## src/rtl/user_pos_ctl.sv

```systemverilog
// user_pos_ctl: position controller for the user sprite.
// Once every MOVE_DIV frames it samples the debounced direction buttons and
// builds a candidate position clamped to the screen. It asks the maze
// checker about that candidate over a req/ack handshake. The candidate is
// committed to x_pos/y_pos only when the checker reports no collision.
// Optional build macro: USER_DIAG_MOVE_EN
//   defined   - both axes may move in the same tick as one diagonal candidate
//   undefined - one axis per tick, priority up > down > left > right
module user_pos_ctl #(
  parameter int X_INIT      = 100,
  parameter int Y_INIT      = 100,
  parameter int STEP        = 4,
  parameter int MOVE_DIV    = 2,
  parameter int X_MAX       = 924,
  parameter int Y_MAX       = 668,
  parameter int ACK_TIMEOUT = 15
) (
  input  logic        pclk,
  input  logic        rst_n,
  input  logic        vsync_in,
  input  logic        btn_up,
  input  logic        btn_down,
  input  logic        btn_left,
  input  logic        btn_right,
  input  logic        chk_ack,
  input  logic        chk_blocked,
  output logic        chk_req,
  output logic [11:0] chk_x,
  output logic [11:0] chk_y,
  output logic [11:0] x_pos,
  output logic [11:0] y_pos,
  output logic        moved,
  output logic        blocked
);

  localparam logic [12:0] STEP_W   = 13'(STEP);
  localparam logic [12:0] X_MAX_W  = 13'(X_MAX);
  localparam logic [12:0] Y_MAX_W  = 13'(Y_MAX);
  localparam logic [11:0] X_INIT_W = 12'(X_INIT);
  localparam logic [11:0] Y_INIT_W = 12'(Y_INIT);
  localparam logic [3:0]  DIV_LAST = 4'(MOVE_DIV - 1);
  localparam logic [7:0]  CNT_LAST = 8'(ACK_TIMEOUT - 1);

  typedef enum logic [1:0] {
    ST_IDLE,
    ST_CALC,
    ST_QUERY,
    ST_COMMIT
  } state_t;

  state_t      state_reg, state_next;
  logic        vsync_prev_reg;
  logic        frame_tick_reg;
  logic [3:0]  div_reg;
  logic        div_wrap;
  logic        move_tick;
  logic [7:0]  cnt_reg, cnt_next;
  logic [11:0] chk_x_reg, chk_x_next;
  logic [11:0] chk_y_reg, chk_y_next;
  logic [11:0] x_pos_reg, x_pos_next;
  logic [11:0] y_pos_reg, y_pos_next;
  logic        moved_reg, moved_next;
  logic        blocked_reg, blocked_next;

  // Buttons ordered {right, left, down, up}; each axis is an opposing pair.
  logic [3:0]  btn_vec;
  logic [3:0]  btn_eff;
  logic        use_x, use_y;
  logic [12:0] x_ext, y_ext;
  logic [12:0] x_dec_sat, x_inc_sat, y_dec_sat, y_inc_sat;
  logic [11:0] cand_x, cand_y;

  assign btn_vec = {btn_right, btn_left, btn_down, btn_up};

  // Opposing buttons on the same axis cancel out.
  generate
    for (genvar gi = 0; gi < 2; gi++) begin : g_axis_cancel
      assign btn_eff[2*gi]   = btn_vec[2*gi]   & ~btn_vec[2*gi+1];
      assign btn_eff[2*gi+1] = btn_vec[2*gi+1] & ~btn_vec[2*gi];
    end
  endgenerate

  // Frame tick detection and the frame divider that produces move ticks.
  always_ff @(posedge pclk) begin
    if (!rst_n) begin
      vsync_prev_reg <= 1'b0;
      frame_tick_reg <= 1'b0;
      div_reg        <= 4'd0;
    end else begin
      vsync_prev_reg <= vsync_in;
      frame_tick_reg <= vsync_in & ~vsync_prev_reg;
      if (frame_tick_reg) begin
        div_reg <= div_wrap ? 4'd0 : div_reg + 4'd1;
      end
    end
  end

  assign div_wrap  = (div_reg == DIV_LAST);
  assign move_tick = frame_tick_reg & div_wrap;

  // Candidate position: 13-bit arithmetic so neither direction can wrap.
  always_comb begin
    x_ext     = {1'b0, x_pos_reg};
    y_ext     = {1'b0, y_pos_reg};
    x_dec_sat = (x_ext < STEP_W) ? 13'd0 : x_ext - STEP_W;
    y_dec_sat = (y_ext < STEP_W) ? 13'd0 : y_ext - STEP_W;
    x_inc_sat = x_ext + STEP_W;
    y_inc_sat = y_ext + STEP_W;
    if (x_inc_sat > X_MAX_W) x_inc_sat = X_MAX_W;
    if (y_inc_sat > Y_MAX_W) y_inc_sat = Y_MAX_W;

    use_y = btn_eff[0] | btn_eff[1];
`ifdef USER_DIAG_MOVE_EN
    use_x = btn_eff[2] | btn_eff[3];
`else
    use_x = ~use_y & (btn_eff[2] | btn_eff[3]);
`endif

    cand_y = y_pos_reg;
    if (use_y) begin
      cand_y = btn_eff[0] ? y_dec_sat[11:0] : y_inc_sat[11:0];
    end
    cand_x = x_pos_reg;
    if (use_x) begin
      cand_x = btn_eff[2] ? x_dec_sat[11:0] : x_inc_sat[11:0];
    end
  end

  // Move sequencer: next state plus next values of all held outputs.
  always_comb begin
    state_next   = state_reg;
    cnt_next     = cnt_reg;
    chk_x_next   = chk_x_reg;
    chk_y_next   = chk_y_reg;
    x_pos_next   = x_pos_reg;
    y_pos_next   = y_pos_reg;
    moved_next   = 1'b0;
    blocked_next = blocked_reg;
    case (state_reg)
      ST_IDLE: begin
        if (move_tick) state_next = ST_CALC;
      end
      ST_CALC: begin
        // Nothing to ask about when the sprite would stay where it is.
        if (cand_x == x_pos_reg && cand_y == y_pos_reg) begin
          state_next = ST_IDLE;
        end else begin
          chk_x_next = cand_x;
          chk_y_next = cand_y;
          cnt_next   = 8'd0;
          state_next = ST_QUERY;
        end
      end
      ST_QUERY: begin
        // An ack on the final timeout cycle still counts as an answer.
        if (chk_ack) begin
          blocked_next = chk_blocked;
          cnt_next     = 8'd0;
          state_next   = ST_COMMIT;
        end else if (cnt_reg == CNT_LAST) begin
          blocked_next = 1'b1;
          cnt_next     = 8'd0;
          state_next   = ST_IDLE;
        end else begin
          cnt_next = cnt_reg + 8'd1;
        end
      end
      ST_COMMIT: begin
        if (!blocked_reg) begin
          x_pos_next = chk_x_reg;
          y_pos_next = chk_y_reg;
          moved_next = 1'b1;
        end
        state_next = ST_IDLE;
      end
      default: state_next = ST_IDLE;
    endcase
  end

  // State and output registers.
  always_ff @(posedge pclk) begin
    if (!rst_n) begin
      state_reg   <= ST_IDLE;
      cnt_reg     <= 8'd0;
      chk_x_reg   <= X_INIT_W;
      chk_y_reg   <= Y_INIT_W;
      x_pos_reg   <= X_INIT_W;
      y_pos_reg   <= Y_INIT_W;
      moved_reg   <= 1'b0;
      blocked_reg <= 1'b0;
    end else begin
      state_reg   <= state_next;
      cnt_reg     <= cnt_next;
      chk_x_reg   <= chk_x_next;
      chk_y_reg   <= chk_y_next;
      x_pos_reg   <= x_pos_next;
      y_pos_reg   <= y_pos_next;
      moved_reg   <= moved_next;
      blocked_reg <= blocked_next;
    end
  end

  assign chk_req = (state_reg == ST_QUERY);
  assign chk_x   = chk_x_reg;
  assign chk_y   = chk_y_reg;
  assign x_pos   = x_pos_reg;
  assign y_pos   = y_pos_reg;
  assign moved   = moved_reg;
  assign blocked = blocked_reg;

endmodule

```

## config.mk

```make
export PLATFORM = sky130hd
export DESIGN_NAME = user_pos_ctl
export DESIGN_NICKNAME = d
export VERILOG_FILES = /design/src/rtl/user_pos_ctl.sv
export SDC_FILE = /design/constraint.sdc
export NUM_CORES = 1
export LEC_CHECK = 0
export ABC_AREA = 1
export BUFFER_PORTS_ARGS = -buffer_cell sky130_fd_sc_hd__buf_2
export CORE_ASPECT_RATIO = 1.5
export CORE_MARGIN = 2
export CORE_UTILIZATION = 60
export CTS_BUF_LIST = sky130_fd_sc_hd__clkbuf_16
export CTS_CLUSTER_SIZE = 28
export DETAILED_ROUTE_END_ITERATION = 6
export PLACE_DENSITY = 0.94
export SLEW_MARGIN = 0
export SYNTH_ARGS = -nofsm -noshare
export SYNTH_HDL_FRONTEND = slang
export SYNTH_SLANG_ARGS = --single-unit
```

## constraint.sdc

```tcl
create_clock -name pclk -period 7.7 [get_ports pclk]
set_input_delay 1.155 -clock pclk [delete_from_list [all_inputs] [get_ports pclk]]
set_output_delay 1.155 -clock pclk [all_outputs]
set_load 0.005 [all_outputs]
```

---- Yosys cells after proc, flatten, opt, wreduce, memory -nomap -nowiden ----
Index checks and enable logic that the tools add are counted.
cells by class
  add/sub/neg operators ................... 6
  order comparisons ....................... 4
  equality and inequality tests ........... 10
  multiplexer cells ....................... 21
  bitwise operators ....................... 17
  reductions and logical operators ........ 10
operators by type and width
  cell                     count
  $mux W12                 8
  $add A12 B3 Y13 const B  2
  $gt A13 B10 Y1 const B   2
  $eq A12 B12 Y1           2
  $lt A12 B3 Y1 const B    2
  $mux W8                  3
  $sub A12 B3 Y12 const B  2
  $pmux W8 S2              1
  $reduce_and A2 Y1        6
  $add A8 B1 Y8 const B    1
  $eq A8 B4 Y1 const B     1
  $mux W2                  4
  $not A1 Y1               8
  $pmux W2 S4              1
  $and A1 B1 Y1            7
  $add A4 B1 Y4 const B    1
  $eq A2 B2 Y1 const B     2
  $eq A4 B1 Y1 const B     1
  $mux W4                  1
  $ne A2 B2 Y1 const B     2
  $reduce_bool A2 Y1       2
  $mux W1                  3
  $ne A3 B2 Y1 const B     1
  $eq A2 B1 Y1 const B     1
  other kinds (3)          4
storage, ports and cells
  register bits after elaboration ......... 66
  bits of input ports ..................... 9
  output and inout port bits .............. 51
  word-level logic and storage cells ...... 79

---- Depth between registers and ports, before layout ----
  depth in word-level cells ............... 10
  depth in mapped cells ................... 25
  depth with buffers taken out ............ 23

---- Worst setup path before layout ----
Ideal clock, no wire load.
  path type ............................... input to register
  from .................................... input port btn_down
  to ...................................... register state_reg[1]
  setup time .............................. 0.110 ns
  data arrival time ....................... 3.106 ns
  data required time ...................... 7.590 ns
  slack ................................... 4.484 ns
  stages on the path ...................... 18
  buffers on the path ..................... 1
  path through ............................ inv_1 -> ha_1 -> inv_1 -> nor2_2 -> nand2_1 -> a31oi_1 -> nand2_1 -> nand3_1 -> nand2_1 -> nor2_1 -> nand2_1 -> nor2_1 -> nand3_2 -> nand2_4 -> buf_6 -> nand3_1 -> nand2_1 -> inv_1
on the way
  word-level cells in the longest chain between the ends .. 10
  elaborated cells between the ends (all ways) .. 14
  classes of those cells .................. 2 x eq/ne; 5 x mux; 6 x bitwise; 1 x reduce/logical
ends and longest elaborated chain
  what                     line  source
  start: declaration       22    input logic btn_down,
  $not A1 Y1               78    assign btn_eff[2*gi] = btn_vec[2*gi] & ~btn_vec[2*gi+1];
  $and A1 B1 Y1            78
  $or A1 B1 Y1             112   use_y = btn_eff[0] | btn_eff[1];
  $not A1 Y1               116   use_x = ~use_y & (btn_eff[2] | btn_eff[3]);
  $and A1 B1 Y1            116
  $mux W12                 124   if (use_x) begin
  $eq A12 B12 Y1           145   if (cand_x == x_pos_reg && cand_y == y_pos_reg) begin
  $logic_and A1 B1 Y1 (*)  145
  $mux W2 (*)              145
  $pmux W2 S4 (*)          139   case (state_reg)
  end signal: assignment   192   state_reg <= state_next;
  end: declaration         51    state_t state_reg, state_next;
Mark *: on every way between the ends. The rest lies on a longest branch, timed or not.
A chain may end at the register's enable or synchronous reset.

---- Final worst setup path ----
  from .................................... input port btn_down
  to ...................................... register cnt_reg[7]
on the way
  word-level cells in the longest chain between the ends .. 10
  elaborated cells between the ends (all ways) .. 14
  classes of those cells .................. 3 x eq/ne; 3 x mux; 6 x bitwise; 2 x reduce/logical
ends and longest elaborated chain
  what                             line  source
  $not A1 Y1                       78
  $and A1 B1 Y1                    78
  $or A1 B1 Y1                     112
  $not A1 Y1                       116
  $and A1 B1 Y1                    116
  $mux W12                         124
  $eq A12 B12 Y1                   145
  $logic_and A1 B1 Y1 (*)          145
  $ne A2 B2 Y1 (no line) (*)       n/a
  $reduce_and A2 Y1 (no line) (*)  n/a
  end signal: assignment           193   cnt_reg <= cnt_next;
  end: declaration                 57    logic [7:0] cnt_reg, cnt_next;
Marked as above.

==> flow_summary.toml <==
[status]
status = "finished clean"

[clock_network]
clockBufferDepth = 2
cts_tree = "yes"
post_cts_buffers = 0
post_cts_resize_count = 0
path_clk_slew_ps = 50
cts_made_buffers = 9
cts_sinks = 66
root_buffer = "clkbuf_16"
cts_max_level = 3
clock_latency_ps = 330
cts_hold_buffers = 0

[synth]
yosys-top-cells-count = "nand2_1, nand3_1, nor2_1"
synth_top_area_share = 0.2949
yosys-top-cells-area = "dfxtp_1, nand2_1, nand3_1"
synthArstFlopShare = 0
syn_inst = 727
seq_area_frac_synth = 0.2949
yosys_register_bits = 66
synth.distinct_cells = 34
synth_top_flop_cell = "dfxtp_1"
syn_nets = 746
syn_area_per_cell_um2 = 6.163
yosys.area.top_type = "dfxtp_1"
yosys_warnings = 0
yosysMostFrequentCell = "nand2_1"
synth_edf_count = 0
syn_area_um2 = 4481

[route]
drtPass1Iterations = 5
routed-via-count = 5153
final_antenna_net_count = 0
drc = 0
wl_per_cell_um = 15.13
drt-vias-per-instance = 5.916
drtIter0Drc = 558
wirelength_um = 13180

[power_and_ir_drop]
vdd_drop_max_v = 0.0001891
power.static_leakage_uw = 0.002400
powerDensity_nw_per_um2 = 171.9

[global_routing]
antenna_found_initial = 0
grt_pass1_vias = 4677
grt-ovfl-total = 0
track_usage = 0.3341
grt_pass1_wl_um = 21430
grt_max_degree = 40

[timing]
setup_viol = 0
setup_ws_ps = 2755
hold_viol_final = 0
grt_setup_unrepaired = "false"
min_period_ps = 4945
slew_violations = 0
max-slew-margin-rel = 0.3562
max_freq_ghz = 0.2022
tightest_slew_ps = 964.7
period_share = 0.6422
skew_ps = 5.785
final.setup.tns_ps = 0

[floorplan]
design.core.area_um2 = 7227
die_w_um = 74.56
start_util = 0.6200
die_area_um2 = 8189
rows = 38
die_h_um = 109.8
io_pins = 60

[placement]
dp_slack_ps = 2655
io_buffer_count = 59
gp_congestion = 0.9753
hpwl_um = 9562

[finish]
antennaDiodeCount = 0
nets = 785
drive_gt1_frac = 0.1362
area_growth_syn_to_layout_pct = 13.46

[worst_hold_path]
hp-class = "reg -> reg"

[worst_setup_path]
slowest_delay_ps = 810
worst_setup_path_start_kind = "input port"
cpMostUsedCell = "nand2_1"
critPathRequiredTime_ps = 7930
crit_type = "in -> reg"
cpLargestDelayFamily = "simple AND/OR/NAND/NOR gates"
crit_path_end_kind = "flop"
worstPathMaxFanout = 36
critPathBufInv = 3
crit_arrival_ps = 5170
path_cells = "buf_2 > inv_1 > ha_1 > inv_1 > nor2_2 > nand2_1 > a21oi_1 > nand2_1 > nand3_1 > nand2_1 > nor2_1 > nand2_1 > nor2_1 > nand3_2 > nand2_4 > nand3_1 > a21oi_1"
crit_path_top_delay_cell = "nor2_2"

[job]
drv_cap = 0
## layout make-up
cell class                      instances  area, µm²
Timing Repair Buffer                   61      310.3
Sequential cell                        66       1321
Inverter                               72      270.3
Tap cell                              100      125.1
Clock inverter                          7      108.9
Multi-Input combinational cell        556       2723
Fill cell                             655       2143
Clock buffer                            9      225.2
## report_power, final
group          switching, µW  internal [µW]  total (µW)
clock                    143            313         455
combinational           50.9           21.6        72.5
sequential              1.89            344         346
## worst register-to-register path: cells and delay by family, from the launching register on
family / cells / cell delay (ps)
AND/OR/NAND/NOR: 17 / 2240
flip-flops: 1 / 570
adder cells (fa/ha/maj): 1 / 360
buffers and inverters: 2 / 300
AO/OA/AOI/OAI: 1 / 190
## cells by family (layout without fill, tap and decap cells)
logic type	count (synthesis)	count (layout)	synth area share
compound gates	132	132	0.1569
fa+ha+maj	10	10	0.02793
simple gates	403	403	0.4013
buf+inv	105	149	0.09746
flops	66	66	0.2949
xor+xnor	11	11	0.02150
## cell usage in the layout, fill, tap and decap left out, types with 3 or more instances in the layout
cell         n
o21ai_0     45
clkinv_2     3
nand2_2      7
or2_2        3
clkbuf_16    9
bufinv_16    3
o21ai_1      6
a21oi_1     63
o211ai_1    10
inv_1       65
nand4_1     15
nor3_1       9
xor2_1      11
nand2_1    178
inv_2        4
nand3_1     98
ha_1        10
nor2_1      74
nor2_2       6
dfxtp_1     66
nand3_2      4
clkinv_1     4
buf_2       59
## final timing paths
kind,startpoint,endpoint,slack (ps),cells past startpoint
max reg2reg,y_pos[2]$_SDFFE_PN1P_,cnt_reg[7]$_SDFFE_PN0P_,3920,21
min reg2reg,vsync_prev_reg$_SDFF_PN0_,frame_tick_reg$_SDFF_PN0_,390,1
max,btn_down,cnt_reg[7]$_SDFFE_PN0P_,2750,17
min,vsync_prev_reg$_SDFF_PN0_,frame_tick_reg$_SDFF_PN0_,390,1
## per-layer routing
metal | up-vias | part of all wire | routed length (µm) | global-route usage
met3 | 41 | 0.062 | 823 | 0.04583
li1 | 2479 | - | - | -
met5 | - | 0 | 0 | 0
met4 | 0 | 0.034 | 444 | 0.1454
met2 | 251 | 0.50 | 6618 | 0.5676
met1 | 2382 | 0.40 | 5288 | 0.4143
## metrics by stage
stage | std cells | instance area [µm²] | hold WS [ps] | util | total power [µW]
after floorplan | 727 | 4481 | 368.1 | - | 407.2
after global placement | 855 | 4750 | 373.6 | 0.6572 | 421.2
after detailed placement | 855 | 4750 | 385.4 | 0.6572 | 422.6
after CTS | 871 | 5084 | 392.4 | 0.7034 | 874.5
after global routing | 871 | 5084 | 420.4 | 0.7034 | 897.0
final | 871 | 5084 | 389.0 | 0.7034 | 874.0
Power figures use the tool's default switching activity.
